==> src/rtl/io_uart_in.sv <==
// UART receive front end: buffers deserialized bytes in a FIFO and exposes
// DATA / STATUS / CTRL registers on a daisy-chained IO bus.
module io_uart_in #(
    parameter int          DEPTH    = 16,
    parameter logic [13:0] ADR_BASE = 14'h3F04
) (
    input  logic        clk,
    input  logic        rst,
    input  logic [7:0]  uart_rx_char,
    input  logic        uart_rx_we,
    input  logic        dma_io_we,
    input  logic [13:0] dma_io_wadr,
    input  logic [31:0] dma_io_wdata,
    input  logic [13:0] dma_io_radr,
    input  logic        dma_io_radr_en,
    input  logic [31:0] dma_io_rdata_in,
    output logic [31:0] dma_io_rdata,
    output logic        uart_rx_irq
);

    localparam int AW = $clog2(DEPTH);
    localparam int CW = AW + 1;

    localparam logic [13:0]   ADR_DATA   = ADR_BASE;
    localparam logic [13:0]   ADR_STATUS = ADR_BASE + 14'd1;
    localparam logic [13:0]   ADR_CTRL   = ADR_BASE + 14'd2;
    localparam logic [CW-1:0] FULL_COUNT = CW'(DEPTH);

    logic [7:0]    fifo_mem [DEPTH];
    logic [AW-1:0] wr_ptr;
    logic [AW-1:0] rd_ptr;
    logic [CW-1:0] count;
    logic          ovr;
    logic          ien;
    logic          hit_q;
    logic [31:0]   local_q;

    logic          empty;
    logic          full;
    logic          rd_hit;
    logic          rd_data;
    logic          ctrl_we;
    logic          flush;
    logic          clr_ovr;
    logic          pop_en;
    logic          push_en;
    logic          overflow;
    logic [7:0]    head_byte;
    logic [31:0]   status_word;
    logic [31:0]   local_rdata;
    logic          unused_wdata;

    assign unused_wdata = ^dma_io_wdata[31:3];

    // Bus decode; a flush overrides any push or pop landing in the same cycle.
    always_comb begin
        empty    = (count == '0);
        full     = (count == FULL_COUNT);
        rd_hit   = dma_io_radr_en && ((dma_io_radr == ADR_DATA) ||
                                      (dma_io_radr == ADR_STATUS) ||
                                      (dma_io_radr == ADR_CTRL));
        rd_data  = dma_io_radr_en && (dma_io_radr == ADR_DATA);
        ctrl_we  = dma_io_we && (dma_io_wadr == ADR_CTRL);
        flush    = ctrl_we && dma_io_wdata[2];
        clr_ovr  = ctrl_we && dma_io_wdata[1];
        pop_en   = rd_data && !empty && !flush;
        push_en  = uart_rx_we && (!full || pop_en) && !flush;
        overflow = uart_rx_we && full && !pop_en && !flush;
    end

    // Register read view, always taken from pre-update state.
    always_comb begin
        head_byte          = empty ? 8'd0 : fifo_mem[rd_ptr];
        status_word        = '0;
        status_word[0]     = !empty;
        status_word[1]     = full;
        status_word[2]     = ovr;
        status_word[3]     = ien;
        status_word[4 +: CW] = count;
        local_rdata        = '0;
        if (dma_io_radr == ADR_DATA) begin
            local_rdata = {24'd0, head_byte};
        end else if (dma_io_radr == ADR_STATUS) begin
            local_rdata = status_word;
        end else if (dma_io_radr == ADR_CTRL) begin
            local_rdata = {31'd0, ien};
        end
    end

    // Storage is deliberately left out of reset.
    always_ff @(posedge clk) begin
        if (push_en) begin
            fifo_mem[wr_ptr] <= uart_rx_char;
        end
    end

    always_ff @(posedge clk or posedge rst) begin
        if (rst) begin
            wr_ptr <= '0;
            rd_ptr <= '0;
            count  <= '0;
        end else if (flush) begin
            wr_ptr <= '0;
            rd_ptr <= '0;
            count  <= '0;
        end else begin
            if (push_en) begin
                wr_ptr <= wr_ptr + AW'(1);
            end
            if (pop_en) begin
                rd_ptr <= rd_ptr + AW'(1);
            end
            if (push_en && !pop_en) begin
                count <= count + CW'(1);
            end else if (pop_en && !push_en) begin
                count <= count - CW'(1);
            end
        end
    end

    // Clearing ovr takes priority over an overflow in the same cycle.
    always_ff @(posedge clk or posedge rst) begin
        if (rst) begin
            ovr <= 1'b0;
            ien <= 1'b0;
        end else begin
            if (clr_ovr) begin
                ovr <= 1'b0;
            end else if (overflow) begin
                ovr <= 1'b1;
            end
            if (ctrl_we) begin
                ien <= dma_io_wdata[0];
            end
        end
    end

    always_ff @(posedge clk or posedge rst) begin
        if (rst) begin
            hit_q       <= 1'b0;
            local_q     <= '0;
            uart_rx_irq <= 1'b0;
        end else begin
            hit_q       <= rd_hit;
            uart_rx_irq <= ien && (!empty || ovr);
            if (rd_hit) begin
                local_q <= local_rdata;
            end
        end
    end

    assign dma_io_rdata = hit_q ? local_q : dma_io_rdata_in;

endmodule

==> config.mk <==
export PLATFORM = sky130hd
export DESIGN_NAME = io_uart_in
export DESIGN_NICKNAME = d
export VERILOG_FILES = /design/src/rtl/io_uart_in.sv
export SDC_FILE = /design/constraint.sdc
export NUM_CORES = 1
export LEC_CHECK = 0
export CORE_ASPECT_RATIO = 1.25
export CORE_UTILIZATION = 56
export DETAILED_ROUTE_END_ITERATION = 10
export PLACE_DENSITY = 0.87
export SLEW_MARGIN = 0
export SYNTH_ARGS = -nofsm -noshare
export SYNTH_HDL_FRONTEND = slang
export SYNTH_SLANG_ARGS = --single-unit
==> constraint.sdc <==
create_clock -name clk -period 6.8 [get_ports clk]
set_input_delay 1.36 -clock clk [delete_from_list [all_inputs] [get_ports clk]]
set_output_delay 1.36 -clock clk [all_outputs]
set_load 0.05 [all_outputs]
==> impl_metrics.json, run 1 <==
{
  "critical_path_class": "in2reg",
  "required_ps": 7140,
  "skew_ps": 9.45,
  "grt_pass1_vias": 4549,
  "pre_cts_slack_ps": 1870,
  "setup_viol": 0,
  "drc": 0,
  "clock_sinks": 154,
  "crit_chain": "clkdlybuf4s50_1, or4b_2, nor4_1, nand2_2, nand2_1, ha_1, a21o_1, a21o_1, mux2_2, a211oi_1",
  "route.vias.total": 4503,
  "root_buffer": "clkbuf_16",
  "timing.final.crit_share_pct": 66.2,
  "layout.nets": 663,
  "worstMarginPinSlew_ps": 989,
  "start_util_pct": 58.3,
  "antenna_cells": 0,
  "synth_edf_count": 128,
  "clkPwrFrac_pct": 35.8,
  "grt_usage_pct": 28.9,
  "avgSynthCellArea_sq_um": 15.7,
  "syn_nets": 553,
  "mostFrequentLayoutCells": "edfxtp_1, clkdlybuf4s50_1, mux4_2",
  "start_kind": "input port",
  "portBuffers": 108,
  "slew_viol_final": 0,
  "clkLatencyLatePin_ps": 430,
  "switching_share_pct": 26.4,
  "min_period_ps": 4500,
  "overflow": 0,
  "rsz0062_at_grt": "false",
  "layout-drive-gt1-share_pct": 16.9,
  "worst_path_dominant_cell_family": "simple AND/OR/NAND/NOR gates",
  "core_area_sq_mm": 0.0118,
  "clkSlewWorstSetupHoldPaths_ps": 60,
  "drt_first_pass_iters": 5,
  "std_cell_rows": 44,
  "ios": 138,
  "whs_path_depth": 2,
  "die_w_um": 101,
  "clock.fmax_mhz": 222,
  "hold_viol": 0,
  "drv_cap": 0,
  "syn-instance-count": 438,
  "ys_types": 55,
  "wl_per_cell_um": 23.7,
  "p_leak_nw": 2.99,
  "yosysWarnings": 0,
  "die_h_um": 126,
  "post-route-cell-area_sq_mm": 0.00866,
  "fillerInstances": 740,
  "synth_top_cell_by_area": "edfxtp_1",
  "utilization_pct": 73.5,
  "cts_resized": 0,
  "final_common_cell": "edfxtp_1",
  "r2r_cells": 9,
  "seqPwrFrac_pct": 47.4,
  "power_density_mw_per_mm2": 296,
  "irDropWorstVdd_v": 0.000223,
  "synthTopCellsByArea": "edfxtp_1, mux4_2, dfrtp_1",
  "htree_levels": 4,
  "cts_tree": "yes",
  "dieArea_sq_mm": 0.0127,
  "switchingPower_w": 0.000677,
  "grt_first_pass_wirelength_mm": 25.9,
  "slowest_delay_ps": 700,
  "hp-class": "reg2reg",
  "grt_max_degree": 37,
  "setup_slack_ps": 2300,
  "viasPerCell": 6.24,
  "worst-path-max-fanout": 10,
  "cts_buffers": 17,
  "antenna_found_initial": 0,
  "async_flop_share_pct": 16.9,
  "ys_seq_area_share_pct": 65.5,
  "tns_ps": 0,
  "arrival_ps": 4840,
  "slew_headroom_pct": 34.0,
  "area_delta_synth_final_pct": 26.3,
  "place.gp.congestion": 0.889,
  "crit_top_cell": "a21o_1",
  "dpl.hpwl_mm": 10.7,
  "ant_nets": 0,
  "finalPower_w": 0.00256,
  "endpoint_kind": "register",
  "synthDominantCellAreaShare_pct": 56.0,
  "ys.flop_type": "edfxtp_1",
  "cp.depth": 10,
  "combPwrFrac_pct": 16.8,
  "drt_wl_total_mm": 17.1,
  "placedInstanceArea_sq_mm": 0.00810,
  "cts.hold.buffers_added": 0,
  "syn-cell-area_sq_mm": 0.00686,
  "ys_seq_elements": 154,
  "cp.buffers_inverters": 1,
  "status": "complete, no violations",
  "slowest_stage": "nor4_1",
  "clockBufferDepth": 2,
  "postCtsSetupBuffers": 0,
  "dr.first_iter.drc_count": 512,
  "internal-power_w": 0.00189
}
-- worst register-to-register path, cell delays in order, from the launching register on --
cell and delay [ps]:
dfrtp_1 450, or3_1 470, o21a_1 260, a211oi_1 670, nand2_1 310, fa_1 480, a21o_1 190, a21o_1 190
mux2_2 280, a211oi_1 230
-- cell usage after synthesis, types with 8 or more instances --
library cell,n
dfrtp_1,26
a21oi_1,12
nor2b_1,25
clkbuf_1,17
ha_1,9
edfxtp_1,128
nand3_1,21
nand2_1,23
o21ai_0,13
nand3b_1,8
mux4_2,31
mux2_2,12
nor3_1,8
nor2_1,15
-- metrics by stage --
stage / instances / hold slack (ps)
floorplan: 438 / 443
global placement: 690 / 461
detailed placement: 690 / 467
CTS: 722 / 480
global route: 722 / 508
finish: 722 / 475
-- final timing paths --
check	startpoint	endpoint	slack, ps
min in group asynchronous	rst	wr_ptr[1]$_DFFE_PP0P_	1490
min	local_q[5]$_DFFE_PP0P_	local_q[5]$_DFFE_PP0P_	480
max in group asynchronous	rst	rd_ptr[0]$_DFFE_PP0P_	4630
min reg2reg	local_q[5]$_DFFE_PP0P_	local_q[5]$_DFFE_PP0P_	480
max	dma_io_wadr[2]	count[4]$_DFFE_PP0P_	2300
max reg2reg	count[1]$_DFFE_PP0P_	count[4]$_DFFE_PP0P_	3190
-- layer usage --
layer	global-route usage, %	share of wire [%]	up-vias
met1	33.0	34	2206
met4	17.0	4.7	0
met3	8.66	10	50
li1	-	-	1930
met2	47.9	51	317
met5	0	0	-
-- area by class of cell --
type	instances	area [sq um]	area share, %
clock buffers	22	444	5.13
clock inverters	10	125	1.44
repair buffers	116	1140	13.2
flip-flops and latches	154	4500	51.9
well taps	161	201	2.32
inverters	5	18.8	0.217
multi-input cells	254	2240	25.8
-- registers in the layout, indices dropped and copies added, names as in the netlist --
register	count
fifo_mem	128
wr_ptr	4
uart_rx_irq	1
hit_q	1
ovr	1
count	5
rd_ptr	4
local_q	9
ien	1
-- power by group through the flow --
| stage | combinational, W | clock, W | sequential (W) |
|---|---|---|---|
| 3_5_place_dp | 0.000415 | 0 | 0.00122 |
| 4_1_cts | 0.000427 | 0.000925 | 0.00121 |
| 2_1_floorplan | 0.000290 | 0 | 0.00118 |
| 6_report | 0.000430 | 0.000919 | 0.00122 |
| 5_1_grt | 0.000464 | 0.000964 | 0.00122 |
| 3_3_place_gp | 0.000397 | 0 | 0.00121 |
-- kinds of logic after synthesis --
group	share of synthesized area [%]
flip-flops	65.5
AND/OR/NAND/NOR	11.9
AO/OA/AOI/OAI	5.09
multiplexers	12.9
buffers and inverters	1.91
adder cells (fa/ha/maj)	1.93
XOR/XNOR	0.766
Power figures use the tool's default switching activity.
==> inputs of run 2 (changes only) <==
CORE_UTILIZATION = 52   (was 56)
PLACE_DENSITY = 0.82   (was 0.87)
clock period = 4.5 ns   (was 6.8 ns; I/O delays follow)
==> impl_metrics.json, run 2 (synthesis results as in run 1) <==
{
  "status": "complete, no violations",
  "cts.hold.buffers_added": 0,
  "p_leak_nw": 3.08,
  "root_buffer": "clkbuf_16",
  "clockBufferDepth": 2,
  "drc": 0,
  "slew_viol_final": 0,
  "whs_path_depth": 2,
  "fillerInstances": 852,
  "reg2reg_from": "count[1]$_DFFE_PP0P_",
  "irDropWorstVdd_v": 0.000287,
  "postCtsSetupBuffers": 0,
  "rsz0062_at_grt": "false",
  "clock_sinks": 154,
  "timing.final.crit_share_pct": 81.7,
  "hold_viol": 0,
  "drv_cap": 0,
  "die_w_um": 105,
  "clock.fmax_mhz": 272,
  "dr.first_iter.drc_count": 356,
  "min_period_ps": 3680,
  "cts_buffers": 17,
  "multi_input_area_sq_mm": 0.00225,
  "r2r_setup_slack_ps": 1240,
  "grt_usage_pct": 26.1,
  "pre_cts_slack_ps": 449,
  "ios": 138,
  "holdPathEnd": "local_q[0]$_DFFE_PP0P_",
  "cp.depth": 10,
  "setup_viol": 0,
  "utilization_pct": 69.0,
  "slew_headroom_pct": 33.0,
  "cp.buffers_inverters": 1,
  "start_util_pct": 53.7,
  "clkLatencyLatePin_ps": 410,
  "tns_ps": 0,
  "final_common_cell": "edfxtp_1",
  "worst-path-max-fanout": 5,
  "overflow": 0,
  "hp-start": "local_q[0]$_DFFE_PP0P_",
  "regMostFlops": "fifo_mem",
  "grt_pass1_vias": 4736,
  "layout.nets": 679,
  "grt_max_degree": 30,
  "antenna_cells": 0,
  "critical_path_class": "in2reg",
  "route.vias.total": 4475,
  "htree_levels": 4,
  "slowest_stage": "or4bb_1",
  "required_ps": 4820,
  "endpoint_kind": "register",
  "clkSlewWorstSetupHoldPaths_ps": 60,
  "cts_resized": 0,
  "r2r-end": "count[4]$_DFFE_PP0P_",
  "std_cell_rows": 46,
  "wl_per_cell_um": 22.3,
  "place.gp.congestion": 0.881,
  "antenna_found_initial": 0,
  "slowest_delay_ps": 570,
  "worstMarginPinSlew_ps": 1000,
  "viasPerCell": 6.01,
  "grt_first_pass_wirelength_mm": 26.0,
  "largest_reg_flops": 128,
  "hp-class": "reg2reg",
  "skew_ps": 8.08,
  "mostFrequentLayoutCells": "edfxtp_1, clkdlybuf4s50_1, mux4_2",
  "start_kind": "input port",
  "reg_top3": "fifo_mem (128), local_q (9), count (5)",
  "ant_nets": 0,
  "die_h_um": 130,
  "area_delta_synth_final_pct": 28.4,
  "whs_ps": 480,
  "layout-drive-gt1-share_pct": 20.5,
  "cts_tree": "yes",
  "core_area_sq_mm": 0.0128,
  "setup.worst_path.start": "dma_io_radr[8]",
  "power_density_mw_per_mm2": 441,
  "crit_chain": "clkdlybuf4s50_1, or4bb_1, nor4_1, a211oi_1, nand2_1, ha_1, a21o_1, a21o_1, mux2_2, a211oi_1",
  "setup_slack_ps": 824,
  "drt_wl_total_mm": 16.6,
  "r2r_cells": 9,
  "seqCellArea_sq_mm": 0.00450,
  "dieArea_sq_mm": 0.0137,
  "portBuffers": 108,
  "worst_path_dominant_cell_family": "simple AND/OR/NAND/NOR gates",
  "arrival_ps": 3990,
  "drt_first_pass_iters": 5,
  "dpl.hpwl_mm": 10.9
}
run 2: cell types whose count changed in the layout (fill, tap and decap cells not counted), moves of 2 or more:
cell	change
clkinvlp_4	+4
clkinv_1	-3
buf_4	+16
nor4b_1	-2
nor4b_2	+2
clkbuf_1	-3
inv_6	+3
run 2: through the flow:
stage	total power (W)	area, sq um	std cells
detailed placement	0.00250	8240	713
CTS	0.00389	8810	745
global placement	0.00246	8240	713
finish	0.00389	8810	745
floorplan	0.00222	6860	438
global route	0.00402	8810	745
run 2: final cells by class:
class / count / share of cell area, %
clock buffers: 19 / 4.91
clock inverters: 13 / 1.63
flip-flops and latches: 154 / 51.0
multi-input cells: 254 / 25.5
repair buffers: 132 / 14.3
well taps: 168 / 2.39
inverters: 5 / 0.213
run 2: layer usage:
layer  wire [um]  vias up  GRT usage [%]  part of all wire, %
met5           0        -              0                    0
met4         564        0           12.4                  3.4
met3        1420       45           6.60                  8.5
met2        8780      281           47.6                   53
met1        5880     2187           28.8                   35
li1            -     1962              -                    -
run 2: worst max path at each step:
| stage | endpoint | slack, ps |
|---|---|---|
| final | count[4]$_DFFE_PP0P_ | 820 |
| after global placement | count[4]$_DFFE_PP0P_ | 520 |
| after CTS | count[4]$_DFFE_PP0P_ | 840 |
| after floorplan | fifo_mem[0][0]$_DFFE_PP_ | 780 |
| after global routing | count[4]$_DFFE_PP0P_ | 630 |
| after detailed placement | count[4]$_DFFE_PP0P_ | 450 |
run 2: worst min-delay path, delay by kind of cell, from the launching register on:
kind | cells | cell delay, ps
simple gates | 1 | 50
flops | 1 | 340
compound gates | 1 | 50
run 2: where the power goes:
group | switching (W) | internal (W) | total [W]
Combinational | 0.000363 | 0.000298 | 0.000661
Clock | 0.000562 | 0.000821 | 0.00138
Sequential | 0.000141 | 0.00170 | 0.00184
==> inputs of run 3 (changes only) <==
clock period = 3.7 ns   (was 4.5 ns; I/O delays follow)
==> impl_metrics.json, run 3 (synthesis results as in run 1) <==
{
  "overflow": 0,
  "dr.first_iter.drc_count": 349,
  "skew_ps": 10.8,
  "mostFrequentLayoutCells": "edfxtp_1, clkdlybuf4s50_1, buf_4",
  "dpl.hpwl_mm": 10.9,
  "hp-start": "local_q[0]$_DFFE_PP0P_",
  "hold_viol": 0,
  "power_density_mw_per_mm2": 541,
  "start_kind": "register",
  "largest_reg_flops": 128,
  "std_cell_rows": 46,
  "irDropWorstVdd_v": 0.000420,
  "cts_tree": "yes",
  "setup.worst_path.start": "hit_q$_DFF_PP0_",
  "antenna_found_initial": 0,
  "p_leak_nw": 3.16,
  "die_h_um": 130,
  "layout-drive-gt1-share_pct": 21.7,
  "tns_ps": 0,
  "status": "complete, no violations",
  "drt_first_pass_iters": 5,
  "route.vias.total": 4444,
  "slew_headroom_pct": 31.5,
  "rsz0062_at_grt": "false",
  "final_common_cell": "edfxtp_1",
  "drc": 0,
  "cts_buffers": 17,
  "core_area_sq_mm": 0.0128,
  "switchingPower_w": 0.00125,
  "ant_nets": 0,
  "arrival_ps": 2630,
  "placedInstanceArea_sq_mm": 0.00834,
  "postCtsSetupBuffers": 0,
  "min_period_ps": 3370,
  "drt_wl_total_mm": 16.4,
  "wl_per_cell_um": 21.7,
  "fillerInstances": 862,
  "clkLatencyLatePin_ps": 420,
  "regMostFlops": "fifo_mem",
  "endpoint_kind": "primary output",
  "dieArea_sq_mm": 0.0137,
  "portBuffers": 108,
  "clockBufferDepth": 2,
  "htree_levels": 4,
  "combPwrFrac_pct": 17.7,
  "grt_usage_pct": 25.7,
  "antenna_cells": 0,
  "cts_resized": 0,
  "switching_share_pct": 25.9,
  "internal-power_w": 0.00358,
  "clock.fmax_mhz": 297,
  "r2r_setup_slack_ps": 590,
  "setup_viol": 0,
  "die_w_um": 105,
  "clock_sinks": 154,
  "area_delta_synth_final_pct": 30.4,
  "start_util_pct": 53.7,
  "layout.nets": 690,
  "worstMarginPinSlew_ps": 1030,
  "reg_top3": "fifo_mem (128), local_q (9), count (5)",
  "worst-path-max-fanout": 32,
  "slew_viol_final": 0,
  "root_buffer": "clkbuf_16",
  "grt_pass1_vias": 4667,
  "viasPerCell": 5.89,
  "ios": 138,
  "reg2reg_from": "count[3]$_DFFE_PP0P_",
  "clkPwrFrac_pct": 36.4,
  "cts.hold.buffers_added": 0,
  "clkSlewWorstSetupHoldPaths_ps": 60,
  "drv_cap": 0,
  "post-route-cell-area_sq_mm": 0.00895,
  "timing.final.crit_share_pct": 91.1,
  "grt_max_degree": 37,
  "required_ps": 2960,
  "seqPwrFrac_pct": 45.8,
  "hp-class": "reg2reg",
  "grt_first_pass_wirelength_mm": 25.2,
  "place.gp.congestion": 0.868,
  "critical_path_class": "reg2out"
}
==> run 3: layer usage <==
| metal | GRT usage [%] | wire, um | vias up | share of wire, % |
|---|---|---|---|---|
| met1 | 27.1 | 5710 | 2164 | 35 |
| met3 | 6.85 | 1440 | 44 | 8.8 |
| met4 | 16.3 | 745 | 0 | 4.6 |
| li1 | - | - | 1976 | - |
| met2 | 46.2 | 8470 | 260 | 52 |
| met5 | 0 | 0 | - | 0 |
==> run 3: per-stage QoR <==
step                      worst slack [ps]  cells  hold WS (ps)  utilization [%]  total power [W]
after global routing                   158    754           510             70.0          0.00502
after global placement                26.6    724           464             65.3          0.00304
after floorplan                        141    438           443                -          0.00271
final                                  329    754           476             70.0          0.00484
after CTS                              292    754           482             70.0          0.00486
after detailed placement             -11.7    724           469             65.3          0.00309
==> run 3: worst max-delay path: stages (launching register included) <==
cell	delay, ps
dfrtp_1	1020
mux2_2	360
clkdlybuf4s50_1	830
==> run 3: power by group through the flow <==
stage	sequential (W)	clock, W	combinational, W
2_1_floorplan	0.00217	0	0.000533
3_3_place_gp	0.00222	0	0.000815
3_5_place_dp	0.00224	0	0.000846
4_1_cts	0.00221	0.00179	0.000857
5_1_grt	0.00223	0.00185	0.000934
6_report	0.00222	0.00176	0.000859
==> run 3: cell type report <==
cell class | count | area, sq um | area share, %
repair buffers | 143 | 1370 | 15.3
clock inverters | 11 | 171 | 1.92
multi-input cells | 254 | 2250 | 25.1
clock buffers | 19 | 433 | 4.84
well taps | 168 | 210 | 2.35
inverters | 5 | 18.8 | 0.210
flip-flops and latches | 154 | 4500 | 50.2
==> run 3: final timing paths <==
kind | to | depth (start not counted)
worst max-delay path | dma_io_rdata[1] | 2
worst min-delay path | local_q[0]$_DFFE_PP0P_ | 2
worst max register to register | count[4]$_DFFE_PP0P_ | 9
worst min register to register | local_q[0]$_DFFE_PP0P_ | 2
max in group asynchronous | rd_ptr[0]$_DFFE_PP0P_ | 2
min in group asynchronous | ien$_DFFE_PP0N_ | 2
